<file path="src/rtl/mesh_hs_pkg.sv">
// Shared types and constants for the mesh handshake monitor.
// Holds the per-channel FSM states and the error-flag bit positions.
package mesh_hs_pkg;

    typedef enum logic [1:0] {
        IDLE = 2'd0,
        WAIT = 2'd1,
        TOUT = 2'd2
    } hs_state_t;

    localparam int WAIT_W   = 10;
    localparam int NUM_ERR  = 4;
    localparam int ERR_TOUT = 0;
    localparam int ERR_UNST = 1;
    localparam int ERR_DROP = 2;
    localparam int ERR_SPUR = 3;

endpackage

</file>
<file path="src/rtl/mesh_hs_if.sv">
// Bundle of the monitored pndng/pop/data handshake lines.
// The producer/consumer side drives it; the monitor only observes.
interface mesh_hs_if #(
    parameter int CHANNELS = 16,
    parameter int PCKG_SZ  = 40
);

    logic [CHANNELS-1:0]         pndng;
    logic [CHANNELS-1:0]         pop;
    logic [CHANNELS*PCKG_SZ-1:0] data;

    modport master (output pndng, output pop, output data);
    modport slave  (input  pndng, input  pop, input  data);

endinterface

</file>
<file path="src/rtl/mesh_hs_chan.sv">
// Single-channel handshake checker: FSM, wait counter, data capture,
// sticky error flags and a saturating transfer counter.
module mesh_hs_chan
    import mesh_hs_pkg::*;
#(
    parameter int PCKG_SZ = 40,
    parameter int TIMEOUT = 50,
    parameter int CNT_W   = 16
) (
    input  logic               clk,
    input  logic               reset,
    input  logic               pndng,
    input  logic               pop,
    input  logic [PCKG_SZ-1:0] data,
    input  logic               clr_err,
    input  logic               clr_cnt,
    output logic [NUM_ERR-1:0] err,
    output logic [CNT_W-1:0]   xfer_cnt
);

    localparam logic [WAIT_W-1:0] TOUT_V = WAIT_W'(TIMEOUT);
    localparam logic [CNT_W-1:0]  CMAX   = '1;

    hs_state_t          state, state_n;
    logic [WAIT_W-1:0]  wcnt, wcnt_n;
    logic [PCKG_SZ-1:0] cap, cap_n;
    logic [NUM_ERR-1:0] ev;
    logic               xfer;
    logic [CNT_W-1:0]   cnt_base;

    always_comb begin
        state_n = state;
        wcnt_n  = wcnt;
        cap_n   = cap;
        ev      = '0;
        xfer    = 1'b0;
        unique case (state)
            IDLE: begin
                if (pndng && pop) begin
                    xfer = 1'b1;
                end else if (pndng) begin
                    cap_n   = data;
                    wcnt_n  = WAIT_W'(1);
                    state_n = WAIT;
                end else if (pop) begin
                    ev[ERR_SPUR] = 1'b1;
                end
            end
            WAIT, TOUT: begin
                // Stability is judged even on the pop edge
                if (pndng && (data != cap))
                    ev[ERR_UNST] = 1'b1;
                if (pop) begin
                    xfer    = 1'b1;
                    state_n = IDLE;
                end else if (!pndng) begin
                    ev[ERR_DROP] = 1'b1;
                    state_n      = IDLE;
                end else if (state == WAIT) begin
                    wcnt_n = wcnt + 1'b1;
                    if (wcnt_n == TOUT_V) begin
                        ev[ERR_TOUT] = 1'b1;
                        state_n      = TOUT;
                    end
                end
            end
            default: state_n = IDLE;
        endcase
    end

    assign cnt_base = clr_cnt ? '0 : xfer_cnt;

    always_ff @(posedge clk or posedge reset) begin
        if (reset) begin
            state    <= IDLE;
            wcnt     <= '0;
            cap      <= '0;
            err      <= '0;
            xfer_cnt <= '0;
        end else begin
            state    <= state_n;
            wcnt     <= wcnt_n;
            cap      <= cap_n;
            err      <= (clr_err ? '0 : err) | ev;
            xfer_cnt <= (xfer && cnt_base != CMAX) ? cnt_base + 1'b1
                                                   : cnt_base;
        end
    end

endmodule

</file>
<file path="src/rtl/mesh_hs_monitor.sv">
// Multi-channel pndng/pop handshake monitor with sticky error flags,
// per-channel transfer counters and a combined interrupt.
module mesh_hs_monitor
    import mesh_hs_pkg::*;
#(
    parameter int CHANNELS = 16,
    parameter int PCKG_SZ  = 40,
    parameter int TIMEOUT  = 50,
    parameter int CNT_W    = 16
) (
    input  logic                      clk,
    input  logic                      reset,
    mesh_hs_if.slave                  hs,
    input  logic                      clr_err,
    input  logic                      clr_cnt,
    output logic [CHANNELS-1:0]       err_timeout,
    output logic [CHANNELS-1:0]       err_unstable,
    output logic [CHANNELS-1:0]       err_drop,
    output logic [CHANNELS-1:0]       err_spurious,
    output logic [CHANNELS*CNT_W-1:0] xfer_cnt,
    output logic                      irq
);

    for (genvar i = 0; i < CHANNELS; i++) begin : g_ch
        logic [NUM_ERR-1:0] err;

        mesh_hs_chan #(
            .PCKG_SZ (PCKG_SZ),
            .TIMEOUT (TIMEOUT),
            .CNT_W   (CNT_W)
        ) u_chan (
            .clk      (clk),
            .reset    (reset),
            .pndng    (hs.pndng[i]),
            .pop      (hs.pop[i]),
            .data     (hs.data[i*PCKG_SZ +: PCKG_SZ]),
            .clr_err  (clr_err),
            .clr_cnt  (clr_cnt),
            .err      (err),
            .xfer_cnt (xfer_cnt[i*CNT_W +: CNT_W])
        );

        assign err_timeout[i]  = err[ERR_TOUT];
        assign err_unstable[i] = err[ERR_UNST];
        assign err_drop[i]     = err[ERR_DROP];
        assign err_spurious[i] = err[ERR_SPUR];
    end

    assign irq = |{err_timeout, err_unstable, err_drop, err_spurious};

endmodule

</file>
<file path="src/flat_wrapper.sv">
// flat-port wrapper written by rule: the top's interface ports become plain ports
module mesh_hs_monitor_flat import mesh_hs_pkg::*;
#(
    parameter int CHANNELS = 16,
    parameter int PCKG_SZ  = 40,
    parameter int TIMEOUT  = 50,
    parameter int CNT_W    = 16
)
  (clk, reset, clr_err, clr_cnt, err_timeout, err_unstable, err_drop, err_spurious, xfer_cnt, irq, hs_pndng, hs_pop, hs_data);
  mesh_hs_if #(.CHANNELS(CHANNELS), .PCKG_SZ(PCKG_SZ)) hs_i ();
  input  logic clk;
  input  logic reset;
  input  logic clr_err;
  input  logic clr_cnt;
  output logic [CHANNELS-1:0] err_timeout;
  output logic [CHANNELS-1:0] err_unstable;
  output logic [CHANNELS-1:0] err_drop;
  output logic [CHANNELS-1:0] err_spurious;
  output logic [CHANNELS*CNT_W-1:0] xfer_cnt;
  output logic irq;
  input wire logic [$bits(hs_i.pndng)-1:0] hs_pndng;
  input wire logic [$bits(hs_i.pop)-1:0] hs_pop;
  input wire logic [$bits(hs_i.data)-1:0] hs_data;
  assign hs_i.pndng = hs_pndng;
  assign hs_i.pop = hs_pop;
  assign hs_i.data = hs_data;
  mesh_hs_monitor #(.CHANNELS(CHANNELS), .PCKG_SZ(PCKG_SZ), .TIMEOUT(TIMEOUT), .CNT_W(CNT_W)) u_core (.clk(clk), .reset(reset), .hs(hs_i), .clr_err(clr_err), .clr_cnt(clr_cnt), .err_timeout(err_timeout), .err_unstable(err_unstable), .err_drop(err_drop), .err_spurious(err_spurious), .xfer_cnt(xfer_cnt), .irq(irq));
endmodule
</file>
<file path="config.mk">
export PLATFORM = sky130hd
export DESIGN_NAME = mesh_hs_monitor_flat
export DESIGN_NICKNAME = d
export VERILOG_FILES = /design/src/rtl/mesh_hs_pkg.sv /design/src/rtl/mesh_hs_if.sv /design/src/rtl/mesh_hs_chan.sv /design/src/rtl/mesh_hs_monitor.sv /design/src/flat_wrapper.sv
export SDC_FILE = /design/constraint.sdc
export NUM_CORES = 2
export LEC_CHECK = 0
export ABC_AREA = 1
export CORE_AREA = 3 3 382 384
export CTS_CLUSTER_SIZE = 25
export DETAILED_ROUTE_END_ITERATION = 10
export DIE_AREA = 0 0 385 387
export DONT_BUFFER_PORTS = 1
export HOLD_SLACK_MARGIN = 0.12
export PLACE_DENSITY = 0.73
export SYNTH_ARGS = -nofsm -noshare
export SYNTH_HDL_FRONTEND = slang
export SYNTH_HIERARCHICAL = 1
export SYNTH_SLANG_ARGS = --single-unit
export TNS_END_PERCENT = 5
</file>
<file path="constraint.sdc">
create_clock -name clk -period 2.8 [get_ports clk]
set_clock_uncertainty 0.2 [all_clocks]
set_input_delay 0.14 -clock clk [delete_from_list [all_inputs] [get_ports clk]]
set_output_delay 0.14 -clock clk [all_outputs]
set_load 0.03 [all_outputs]
</file>
==> metrics.txt <==
result of the run complete, but fails checks; violations in the final reports negative setup slack; H-tree level count 4; Final setup violation count 10; buffer cell driving the clock tree root sky130_fd_sc_hd__clkbuf_16; transition at the pin with the smallest max-transition slack 1.11 ns; maximum number of pins on one net before global-route repair 100; leakage 40.5 nW; primary flip-flop cell chosen by synthesis mapping sky130_fd_sc_hd__dfrtp_1; clock tree from TritonCTS yes; highest achievable clock rate 0.315 GHz; highest fanout seen on the critical path 2; fraction of registers with async set or reset after synthesis 1.00; required time reported for the critical path endpoint 3.23 ns; clock sink count 1152; vias per std cell 5.83; post-layout net count 10.2k; number of synthesis warnings 6; HPWL after detailed placement 135000 um; total congestion overflow after global routing 0; remaining antenna violation count after routing 0; arrival time of the worst setup path 3.60 ns; initial antenna violation count 54; chip height 387 um; clock latency of the later-clocked register in the worst-skew pair 0.80 ns; synthesized area per cell 8.66 sq um; number of CTS-inserted buffers 133; kind of start point of the critical path flop; Pins Over Slew Limit 0; global-route wire length before repair 400000 um; post-placement worst setup slack 0.316 ns; clock transition at the registers of the reported paths 0.07 ns; Synth Register Bits 1152; Register Area 0.0289 sq mm; Finished Cell Area 0.0900 sq mm; site row count 139; Die X 385 um; type of the worst min-delay path primary input to flop; number of nets in the synthesized netlist 8380; placer congestion estimate 0.916; power per cell area 915 mW/mm^2; number of synthesized flops with an enable pin 0; share of the cycle needed by the critical path after routing 1.13; Longest Clk Path Bufs 3; standard cell core area 0.143 sq mm; number of cells on the worst hold path 5; Post-Syn Area 0.0657 sq mm; gr usage total 0.345; Die Outline Area 0.149 sq mm; Max-Slew Margin vs Limit 0.257; number of distinct library cells after synthesis 50; num ports 997; cell count of the worst reg-to-reg path 10; router iterations before antenna repair 8; number of hold violations in the final report 0; WL final 274000 um; fill cell count 9736; sequential fraction of the synthesis area 0.439; type of the worst setup path flop to flop; average wire per standard cell 24.0 um; kind of end point of the critical path flop; initial DRC count 7401; fraction of final layout cells sized beyond drive strength 1 0.160; total design power 0.0824 W; number of design rule violations left after detail routing 0; unrepaired setup endpoints after global routing true; buffers added on ports 0; Max-Cap Viols 0; area after detailed placement 0.0685 sq mm; Synth-to-Final Area Change 37.0%; Starting Density 0.459; via count of the first global-routing pass 69.0k; Cells after Synth 7592; final critical path time including I/O delays and setup 3.17 ns; number of vias in the routed layout 66.6k; area of the multi-input gates 0.0329 sq mm; Max VDD drop 880 uV; post-layout worst setup margin -0.370 ns
[report_power, final]
part | leakage [nW] | internal, W | switching [W]
sequential | 14.6 | 0.0223 | 0.00640
clock | 2.20 | 0.0106 | 0.00795
combinational | 23.7 | 0.0170 | 0.0181
total | 40.5 | 0.0499 | 0.0324
[placed cells by master, fill, tap and decap left out, types with 43 or more instances in the layout]
cell | netlist | final
sky130_fd_sc_hd__nor3_1 | 93 | 91
sky130_fd_sc_hd__nand2_2 | 78 | 80
sky130_fd_sc_hd__nand2_1 | 1934 | 1923
sky130_fd_sc_hd__nor2_1 | 656 | 625
sky130_fd_sc_hd__nand4_1 | 106 | 106
sky130_fd_sc_hd__nor2_4 | 35 | 54
sky130_fd_sc_hd__nand2_4 | 36 | 45
sky130_fd_sc_hd__xor2_1 | 155 | 155
sky130_fd_sc_hd__diode_2 | 0 | 43
sky130_fd_sc_hd__buf_4 | 5 | 136
sky130_fd_sc_hd__dfrtp_1 | 1152 | 1109
sky130_fd_sc_hd__or2_2 | 75 | 75
sky130_fd_sc_hd__o21ai_2 | 82 | 82
sky130_fd_sc_hd__inv_1 | 826 | 810
sky130_fd_sc_hd__o22ai_1 | 82 | 82
sky130_fd_sc_hd__xnor2_1 | 507 | 502
sky130_fd_sc_hd__clkbuf_16 | 0 | 137
sky130_fd_sc_hd__ha_1 | 112 | 102
sky130_fd_sc_hd__o21ai_0 | 312 | 312
sky130_fd_sc_hd__mux2_2 | 500 | 500
sky130_fd_sc_hd__dfrtp_2 | 0 | 43
sky130_fd_sc_hd__nor2_2 | 62 | 74
sky130_fd_sc_hd__dlygate4sd3_1 | 0 | 1601
sky130_fd_sc_hd__nand3_1 | 348 | 348
[sequential cells by signal, indices dropped and copies added, names as in the netlist]
signal / count
u_core/g_ch.u_chan/cap: 640
u_core/g_ch.u_chan/err: 64
u_core/g_ch.u_chan/state: 32
u_core/g_ch.u_chan/wcnt: 160
u_core/g_ch.u_chan/xfer_cnt: 256
[worst max-delay path, stage by stage (launching register included)]
cell	delay [ns]
sky130_fd_sc_hd__dfrtp_2	0.45
sky130_fd_sc_hd__xnor2_2	0.40
sky130_fd_sc_hd__nand2_1	0.13
sky130_fd_sc_hd__nor2_1	0.13
sky130_fd_sc_hd__nand2_1	0.07
sky130_fd_sc_hd__nor2_2	0.11
sky130_fd_sc_hd__nand3_1	0.14
sky130_fd_sc_hd__dlygate4sd3_1	0.61
sky130_fd_sc_hd__nand2_1	0.06
sky130_fd_sc_hd__dlygate4sd3_1	0.59
sky130_fd_sc_hd__nand2_1	0.13
[per-layer routing]
metal / routed length (um) / track usage / share of wire
met3: 35200 / 0.135 / 0.13
met2: 121000 / 0.540 / 0.44
met4: 30100 / 0.295 / 0.11
met5: 378 / 0.00650 / 0.0014
met1: 87300 / 0.361 / 0.32
[worst paths after layout]
path                       slack, ns                                 end                           start
max                            -0.37        u_core/g_ch[4].u_chan/err[1]   u_core/g_ch[4].u_chan/cap[34]
min                             0.17        u_core/g_ch[0].u_chan/err[1]                     hs_pndng[0]
max reg2reg                    -0.37        u_core/g_ch[4].u_chan/err[1]   u_core/g_ch[4].u_chan/cap[34]
min reg2reg                     0.31      u_core/g_ch[12].u_chan/cap[17]  u_core/g_ch[12].u_chan/cap[17]
max in group asynchronous       0.66  u_core/g_ch[11].u_chan/xfer_cnt[7]                           reset
min in group asynchronous       0.68       u_core/g_ch[1].u_chan/wcnt[1]                           reset
[cells in the mapped netlist (6+ instances only)]
master | n | area share
sky130_fd_sc_hd__nor3b_1 | 12 | 0.0014
sky130_fd_sc_hd__nor3_2 | 22 | 0.0034
sky130_fd_sc_hd__o32ai_1 | 6 | 0.00080
sky130_fd_sc_hd__nor4_1 | 14 | 0.0013
sky130_fd_sc_hd__nand4_2 | 11 | 0.0021
sky130_fd_sc_hd__a21oi_1 | 43 | 0.0033
sky130_fd_sc_hd__xnor2_1 | 507 | 0.068
sky130_fd_sc_hd__xor2_1 | 155 | 0.021
sky130_fd_sc_hd__nand3_2 | 37 | 0.0056
sky130_fd_sc_hd__inv_4 | 12 | 0.0011
sky130_fd_sc_hd__o21ai_0 | 312 | 0.024
sky130_fd_sc_hd__or2_1 | 22 | 0.0021
sky130_fd_sc_hd__nor2_1 | 656 | 0.037
sky130_fd_sc_hd__nand4_1 | 106 | 0.010
sky130_fd_sc_hd__nor2_2 | 62 | 0.0059
sky130_fd_sc_hd__nand2_4 | 36 | 0.0062
sky130_fd_sc_hd__nand2_1 | 1934 | 0.11
sky130_fd_sc_hd__nor2_4 | 35 | 0.0060
sky130_fd_sc_hd__o22ai_1 | 82 | 0.0078
sky130_fd_sc_hd__xnor2_2 | 6 | 0.0015
sky130_fd_sc_hd__nand2_2 | 78 | 0.0074
sky130_fd_sc_hd__dfrtp_1 | 1152 | 0.44
sky130_fd_sc_hd__nand3b_1 | 12 | 0.0014
sky130_fd_sc_hd__nor3_1 | 93 | 0.0071
sky130_fd_sc_hd__o21ai_2 | 82 | 0.011
sky130_fd_sc_hd__clkbuf_1 | 29 | 0.0017
sky130_fd_sc_hd__inv_8 | 11 | 0.0019
sky130_fd_sc_hd__or2_2 | 75 | 0.0071
sky130_fd_sc_hd__nand3b_2 | 10 | 0.0017
sky130_fd_sc_hd__o21bai_1 | 21 | 0.0024
sky130_fd_sc_hd__a32o_1 | 13 | 0.0020
sky130_fd_sc_hd__buf_2 | 57 | 0.0043
sky130_fd_sc_hd__inv_2 | 27 | 0.0015
sky130_fd_sc_hd__nand3_1 | 348 | 0.027
sky130_fd_sc_hd__inv_1 | 826 | 0.047
sky130_fd_sc_hd__ha_1 | 112 | 0.021
sky130_fd_sc_hd__buf_6 | 40 | 0.0069
sky130_fd_sc_hd__o31ai_1 | 12 | 0.0014
sky130_fd_sc_hd__mux2_2 | 500 | 0.086
[logic make-up (layout without fill, tap and decap cells)]
group | count (synthesis) | count (layout) | synth area share
fa+ha+maj | 112 | 112 | 0.0213
flops | 1152 | 1152 | 0.439
buf+inv | 1012 | 2893 | 0.0663
other cells | 0 | 43 | 0
mux | 500 | 500 | 0.0857
simple gates | 3571 | 3572 | 0.245
compound gates | 577 | 577 | 0.0529
xor+xnor | 668 | 668 | 0.0897
[per-stage QoR]
stage | util | hold WS, ns | std cells | TNS, ns
after floorplan | - | 0.0311 | 7592 | 0
after global placement | 0.479 | -0.225 | 9515 | 0
after detailed placement | 0.479 | -0.223 | 9515 | 0
after CTS | 0.625 | 0.121 | 11366 | 0
after global routing | 0.629 | 0.149 | 11411 | -2.62
final | 0.629 | 0.170 | 11420 | -1.02
[final cells by class]
class	count	share of cell area
repair buffers	1781	0.198
clock buffers	188	0.0426
flip-flops and latches	1152	0.321
clock inverters	47	0.00739
well taps	1903	0.0264
diodes	43	0.00120
multi-input cells	5429	0.366
inverters	877	0.0382
[timing repair]
item                                     CTS  global route
gates cloned                               0             3
hold buffers                            1618             3
resized for setup                         49           117
endpoints found under the hold margin   2304             8
buffers inserted                           0            11
endpoints found under the setup margin     1           251
pin swaps                                  8            12
Note: power is estimated with default switching activity, not from simulation.
